--- src/rtl/reset_sequencer_pkg.sv ---
// rtl/reset_sequencer_pkg.sv - state encoding and width helpers for reset_sequencer
package reset_sequencer_pkg;

    typedef enum logic [1:0] {
        S_HOLD,
        S_GAP,
        S_WAIT_RDY,
        S_DONE
    } seq_state_t;

    function automatic int max3(input int a, input int b, input int c);
        int m;
        m = (a > b) ? a : b;
        return (m > c) ? m : c;
    endfunction

    function automatic int stage_w(input int n_ch);
        return $clog2(n_ch) + 1;
    endfunction

    function automatic int cnt_w(input int debounce_w, input int step_cycles, input int timeout_cycles);
        return max3(debounce_w, $clog2(step_cycles), $clog2(timeout_cycles));
    endfunction

endpackage

--- src/rtl/reset_sequencer.sv ---
// rtl/reset_sequencer.sv - ordered per-channel reset release with debounce, gaps and ready timeout
// Optional lock monitoring enabled by defining RESET_SEQUENCER_LOCK_MON_EN.
module reset_sequencer
    import reset_sequencer_pkg::*;
#(
    parameter int N_CH           = 4,
    parameter int DEBOUNCE_W     = 20,
    parameter int STEP_CYCLES    = 128,
    parameter int TIMEOUT_CYCLES = 4096
) (
    input  logic                       sys_clk,
    input  logic                       sys_rst,
    input  logic                       trigger_reset,
    input  logic                       pll_locked,
    input  logic [N_CH-1:0]            ch_ready,
    output logic [N_CH-1:0]            rst_out,
    output logic                       done,
    output logic [stage_w(N_CH)-1:0]   stage,
    output logic                       timeout_err,
    output logic [stage_w(N_CH)-1:0]   err_ch
);

    localparam int SW = stage_w(N_CH);
    localparam int CW = cnt_w(DEBOUNCE_W, STEP_CYCLES, TIMEOUT_CYCLES);

    localparam logic [CW-1:0] HOLD_LOAD  = CW'(2**DEBOUNCE_W - 1);
    localparam logic [CW-1:0] STEP_LOAD  = CW'(STEP_CYCLES - 1);
    localparam logic [CW-1:0] TO_LOAD    = CW'(TIMEOUT_CYCLES - 1);
    localparam logic [SW-1:0] LAST_STAGE = SW'(N_CH - 1);

    seq_state_t      state, state_nxt;
    logic [CW-1:0]   cnt, cnt_nxt;
    logic [N_CH-1:0] rst_out_nxt;
    logic [SW-1:0]   stage_nxt;
    logic            timeout_err_nxt;
    logic [SW-1:0]   err_ch_nxt;

    logic [N_CH-1:0] sel;
    logic            ready_cur;
    logic            lock_lost;
    logic            lock_hold;

    // One-hot mask of the channel currently being sequenced.
    assign sel       = N_CH'(1) << stage;
    assign ready_cur = |(ch_ready & sel);
    assign done      = (state == S_DONE);

`ifdef RESET_SEQUENCER_LOCK_MON_EN
    assign lock_lost = !pll_locked && (state != S_HOLD);
    assign lock_hold = !pll_locked;
`else
    logic unused_lock;
    assign unused_lock = pll_locked;
    assign lock_lost   = 1'b0;
    assign lock_hold   = 1'b0;
`endif

    always_comb begin
        state_nxt       = state;
        cnt_nxt         = cnt;
        rst_out_nxt     = rst_out;
        stage_nxt       = stage;
        timeout_err_nxt = timeout_err;
        err_ch_nxt      = err_ch;

        if (trigger_reset || lock_lost) begin
            // Restart keeps the error record so software can still see it.
            state_nxt   = S_HOLD;
            cnt_nxt     = HOLD_LOAD;
            rst_out_nxt = '1;
            stage_nxt   = '0;
        end else begin
            case (state)
                S_HOLD: begin
                    if (lock_hold) begin
                        cnt_nxt = HOLD_LOAD;
                    end else if (cnt == '0) begin
                        state_nxt = S_GAP;
                        cnt_nxt   = STEP_LOAD;
                    end else begin
                        cnt_nxt = cnt - CW'(1);
                    end
                end
                S_GAP: begin
                    if (cnt == '0) begin
                        rst_out_nxt = rst_out & ~sel;
                        state_nxt   = S_WAIT_RDY;
                        cnt_nxt     = TO_LOAD;
                    end else begin
                        cnt_nxt = cnt - CW'(1);
                    end
                end
                S_WAIT_RDY: begin
                    if (ready_cur || (cnt == '0)) begin
                        if (!ready_cur) begin
                            timeout_err_nxt = 1'b1;
                            err_ch_nxt      = stage;
                        end
                        if (stage == LAST_STAGE) begin
                            state_nxt = S_DONE;
                        end else begin
                            stage_nxt = stage + SW'(1);
                            state_nxt = S_GAP;
                            cnt_nxt   = STEP_LOAD;
                        end
                    end else begin
                        cnt_nxt = cnt - CW'(1);
                    end
                end
                S_DONE: begin
                    rst_out_nxt = '0;
                end
                default: begin
                    state_nxt = S_HOLD;
                end
            endcase
        end
    end

    always_ff @(posedge sys_clk) begin
        if (sys_rst) begin
            state       <= S_HOLD;
            cnt         <= HOLD_LOAD;
            rst_out     <= '1;
            stage       <= '0;
            timeout_err <= 1'b0;
            err_ch      <= '0;
        end else begin
            state       <= state_nxt;
            cnt         <= cnt_nxt;
            rst_out     <= rst_out_nxt;
            stage       <= stage_nxt;
            timeout_err <= timeout_err_nxt;
            err_ch      <= err_ch_nxt;
        end
    end

endmodule

--- config.mk ---
export PLATFORM = sky130hd
export DESIGN_NAME = reset_sequencer
export DESIGN_NICKNAME = d
export VERILOG_FILES = /design/src/rtl/reset_sequencer_pkg.sv /design/src/rtl/reset_sequencer.sv
export SDC_FILE = /design/constraint.sdc
export NUM_CORES = 1
export LEC_CHECK = 0
export CORE_UTILIZATION = 60
export DETAILED_ROUTE_END_ITERATION = 16
export GPL_ROUTABILITY_DRIVEN = 0
export PLACE_DENSITY = 0.84
export SYNTH_ARGS = -nofsm -noshare
export SYNTH_HDL_FRONTEND = slang
export SYNTH_SLANG_ARGS = --single-unit
--- constraint.sdc ---
create_clock -name sys_clk -period 3.9 [get_ports sys_clk]
set_input_delay 0.78 -clock sys_clk [delete_from_list [all_inputs] [get_ports sys_clk]]
set_output_delay 0.78 -clock sys_clk [all_outputs]
set_load 0.005 [all_outputs]
Yosys cells after proc, flatten, opt, wreduce, memory -nomap -nowiden
Cells that the tools add are included.
{ "classes": {"reduce_logical": 12, "div_mod_pow": 0, "n_mul": 0, "eq_ne": 8, "muxes": 12, "bitwise_logic": 6, "magnitude_cmp": 0, "shifts": 1, "addsub": 2} }
{ "op_table": {"columns": ["cell", "count"], "rows": [
  ["20-bit two-way mux", 4],
  ["20-bit case mux with 3 select lines", 1],
  ["20-bit logical NOT", 1],
  ["20-bit by 1-bit subtractor with 20-bit output, second input constant", 1],
  ["4-bit AND", 2],
  ["2-bit two-way mux", 4],
  ["4-bit case mux with 2 select lines", 1],
  ["4-bit AND reduction", 2],
  ["2-bit != test, second input constant", 3],
  ["2-bit case mux with 3 select lines", 1],
  ["2-bit equality test, second input constant", 2],
  ["4-bit two-way mux", 1],
  ["4-bit inverter", 1],
  ["2-bit AND reduction", 2],
  ["4-bit OR reduction", 1],
  ["1-bit by 3-bit << shifter with 4-bit output, first input constant", 1],
  ["3-bit by 1-bit adder with 3-bit output, second input constant", 1],
  ["3-bit by 2-bit equality test with 1-bit output, second input constant", 1],
  ["3-bit != test, second input constant", 1],
  ["1-bit inverter", 3],
  ["3-bit AND reduction", 1],
  ["3-bit nonzero test", 1],
  ["2-bit by 1-bit equality test with 1-bit output, second input constant", 1],
  ["2-bit logical NOT", 1],
  ["other kinds (3)", 3]
]} }
{ "word_totals": {"in_bits": 8, "ram_bits": 0, "reg_bits": 33, "rom_bits": 0, "latch_bits": 0, "wordCells": 47, "mem_count": 0} }

Depth between registers and ports, before layout
{ "depth": {"word_depth": 6, "ltp_mapped": 10, "mapped_depth_nobuf": 8} }

Least setup slack after synthesis
OpenSTA, ideal clock, no wires.
{ "synth_timing": {"path_kind": "in2reg", "start": "in ch_ready[0]", "end": "reg cnt[3]", "path_buffers": 0, "cell_stages": 6, "path_slack_ns": 1.336, "required_ns": 3.778, "setup_ns": 0.122, "t_arrival_ns": 2.442, "path_cell_list": "a222oi_1 > o21ai_0 > o21bai_2 > a21oi_1 > o21ai_0 > a221o_1"} }
{ "synth_via": {"elab_chain_cells": 5, "elab_cells_between_ends": 7, "classes_between": "1 x eq/ne; 2 x mux; 1 x bitwise; 3 x reduce/logical"} }
{ "synth_rtl": {"columns": ["element", "line_no", "source"], "rows": [
  ["start: declaration", "reset_sequencer.sv:15", "input logic [N_CH-1:0] ch_ready,"],
  ["4-bit AND (*)", "reset_sequencer.sv:45", "assign ready_cur = |(ch_ready & sel);"],
  ["4-bit OR reduction (*)", "reset_sequencer.sv:45", null],
  ["1-bit logical OR (*)", "reset_sequencer.sv:94", "if (ready_cur || (cnt == '0)) begin"],
  ["20-bit two-way mux / 3-bit != test (equally long branches)", null, null],
  ["20-bit case mux with 3 select lines / 2-bit AND reduction (equally long branches)", null, null],
  ["end signal: assignment", "reset_sequencer.sv:130", "cnt <= cnt_nxt;"],
  ["end: declaration", "reset_sequencer.sv:32", "logic [CW-1:0] cnt, cnt_nxt;"]
]} }
Mark *: on every way between the ends. The rest lies on a longest branch, timed or not.
A chain may end at the register's enable or synchronous reset.

Worst setup path in the final report
{ "layout_timing": {"start": "in ch_ready[0]", "end": "reg cnt[18]"} }
The elaborated chain is that of the path after synthesis.

==> impl_results.md <==
* Share of cells above drive strength 1 at between 10% and 20%
* Post-CTS setup buffers at 0
* Critical Path RT at ~4200 ps
* CTS Hold Buffers Added at 0
* Critical path's largest stage delay at 550 ps
* Post-synth EDFFs at 0
* Setup TNS at 0 ps
* Remaining DRCs at 0
* I/O Buffers at 18
* Die ar. at about 3400 um2
* Slew Limit Fails at 0
* Root Buffer: clkbuf_4
* Total track usage at slightly below 30%
* Pleak at 0.7389 nW
* Max cap viols at 0
* Post-DP HPWL at just over 3 mm
* H-tree level count at 2
* Starting density of the core at 62.60%
* Most common cell in the synthesized netlist: dfxtp_1
* Min Clock Period, post-route at 2958 ps
* Die X at 58.21 um
* Worst Setup Slack post-DPL at 629.0 ps
* Max Root-Sink Buffers at 2
* CTS resizes at 0
* Setup Skew at between 6 and 7 ps
* Drt pass-1 iters at 5
* Post-synthesis compound-gate area fraction at 21.45%
* Initial antenna violation count at 0
* IO Count at 20
* 1st-iter DRT viols at 87
* Xor/xnor share of the synthesized area at roughly 2.8%
* Largest net degree at the start of global routing at 21
* CP max-delay cell: or4_1
* Post-Syn Instances at between 200 and 250
* Fin util at a little under three quarters
* Status: finished clean
* Routed vias/inst at about 6.1
* Worst setup EP type: flip-flop
* Final Hold Vio Count at 0
* Max rail drop VDD at roughly 0.25 mV
* Total congestion overflow at 0
* Final antenna-violating net count at 0
* Adder-Cell Fraction of Synth Area at 8.581%
* CP Max Fanout at 20
* Clk Latency, worst-skew pair at about 360 ps
* Number of buffer and inverter stages on the critical path at 1
* Synth cell types at 48
* Largest family of logic cells by synthesized area: simple AND/OR/NAND/NOR gates
* Yosys Warn Count at 0
* Slew margin rel. at between 50% and 60%
* Per-cell routed wire length at about 15 um
* CTS Sinks at 33
* Crit path max-delay family: compound AO/OA/AOI/OAI gates
* Power density over cell area at between 200 and 300 nW/um2
* Tightest Hold Check Type: reg2reg
* Die Y at ~58 um
* Setup violations, final at 0
* CTS clk-pin slew, worst paths at around 100 ps
* Total number of vias at 1773
* Setup ws final at 941.7 ps
* Antenna diode count at 0
* Main synth FF type: dfxtp_1
* Synth area leaders: dfxtp_1, ha_1, a21oi_1
* Core area at roughly 3000 um2
* Global-route wire length before repair at between 7 and 8 mm
* Num rows at 20
* Synth-to-Final Area Change at 14.65%
* Period utilization at about three quarters
* Syn_nets at between 200 and 300
* CP startpoint kind: input port
* Post-synthesis mux area share at 3.234%
* Post-Synth Simple-Gate Area at around a quarter
* DRT Wirelength at between 4 and 5 mm
* Critical Path AT at between 3000 and 4000 ps
* Max frequency at 338.0 MHz
* Unrepaired setup endpoints after global routing: false
* Dpl cell area at between 2000 and 2500 um2
* Vias in the first global route at ~1700
* CP cell instances: clkdlybuf4s50_1 > a222oi_1 > o21ai_0 > o21bai_2 > a21o_1 > or4_1 > a31oi_1
* Crit Path Category: in2reg
* Synth area leader: dfxtp_1
* Synth cell count leaders: dfxtp_1, nor2_1, a21oi_1
* CTS tree: yes
* Actual slew at the worst max-slew pin at a little over 700 ps
* Synth top area share at between 30% and 40%
* #FFs+latches synth at 33
* Async S/R FF share, synth at 0%
* Final Cell Area at between 2000 and 2500 um2
* Fin nets at between 200 and 300
* Post-synthesis instance area at roughly 1900 um2
* Sequential area share after synthesis at between 30% and 40%
* CTS buffer count at 5
* Avg Inst Size Synth at 8.242 um2
* Reg-to-reg slack, setup at 1000 ps
worst paths after layout:
kind / from / to / cells past startpoint
setup / recovery: ch_ready[0] / cnt[18] / 7
hold / removal: rst_out[2] / rst_out[2] / 2
setup reg to reg: stage[0] / cnt[18] / 8
hold reg to reg: rst_out[2] / rst_out[2] / 2
report_power, final:
group | internal [mW] | total, mW | switching [mW]
Combinational | 0.00957 | 0.0207 | 0.0111
Clock | 0.104 | 0.228 | 0.124
Sequential | 0.338 | 0.339 | 0.00137
Total | 0.452 | 0.588 | 0.137
per-layer routing:
layer / GRT usage (%) / vias to the layer above / wire length, um
li1: - / 879 / -
met1: 34.81 / 807 / 1860
met2: 45.65 / 74 / 2094
met3: 8.036 / 13 / 310
met4: 17.69 / 0 / 83
met5: 0 / - / 0
final cells by class:
class	instances	area, um2
tap	44	55.05
multi-input combinational	181	1166
inverter	7	26.28
clock inverter	1	5.005
fill	238	854.6
clock buffer	7	65.06
timing repair buffer	20	195.2
sequential	33	660.6
cell usage in the layout, fill, tap and decap left out, types with 2 or more instances in the layout:
master / n
a211o_1: 2
a21o_1: 2
a21oi_1: 22
a31oi_1: 7
buf_4: 2
clkbuf_4: 5
clkbuf_8: 2
clkdlybuf4s50_1: 18
dfxtp_1: 33
ha_1: 13
inv_1: 7
mux2i_1: 5
nand2_1: 15
nand3_1: 4
nand4_1: 4
nor2_1: 25
nor3_1: 9
nor3b_1: 3
nor4_1: 5
nor4_2: 2
o211ai_1: 2
o21ai_0: 21
o22ai_1: 2
or2_2: 4
or3_1: 3
or4_1: 5
xnor2_1: 5
worst register-to-register path, delay by kind of cell (launching register included):
family | cells | cell delay, ps
DFF | 1 | 440
and+or+nand+nor | 1 | 550
adders and majority gates | 1 | 230
AOI/OAI and AO/OA | 5 | 1490
buffers and inverters | 1 | 120
state kept, by name, indices dropped and copies added (netlist names):
signal / flops
cnt: 20
rst_out: 4
err_ch: 3
stage: 3
state: 2
timeout_err: 1
stage by stage:
stage,instances,hold WS (ps),power (mW)
CTS,293,471.6,0.5914
global placement,285,450.0,0.3668
finish,293,467.2,0.5883
global route,293,510.1,0.6094
detailed placement,285,453.8,0.3672
floorplan,230,456.0,0.3566
cell families after synthesis:
group | Yosys count
AO/OA/AOI/OAI | 67
XOR/XNOR | 6
AND/OR/NAND/NOR | 89
flip-flops | 33
adder cells (fa/ha/maj) | 13
multiplexers | 6
buffers and inverters | 16
Power figures use the tool's default switching activity.
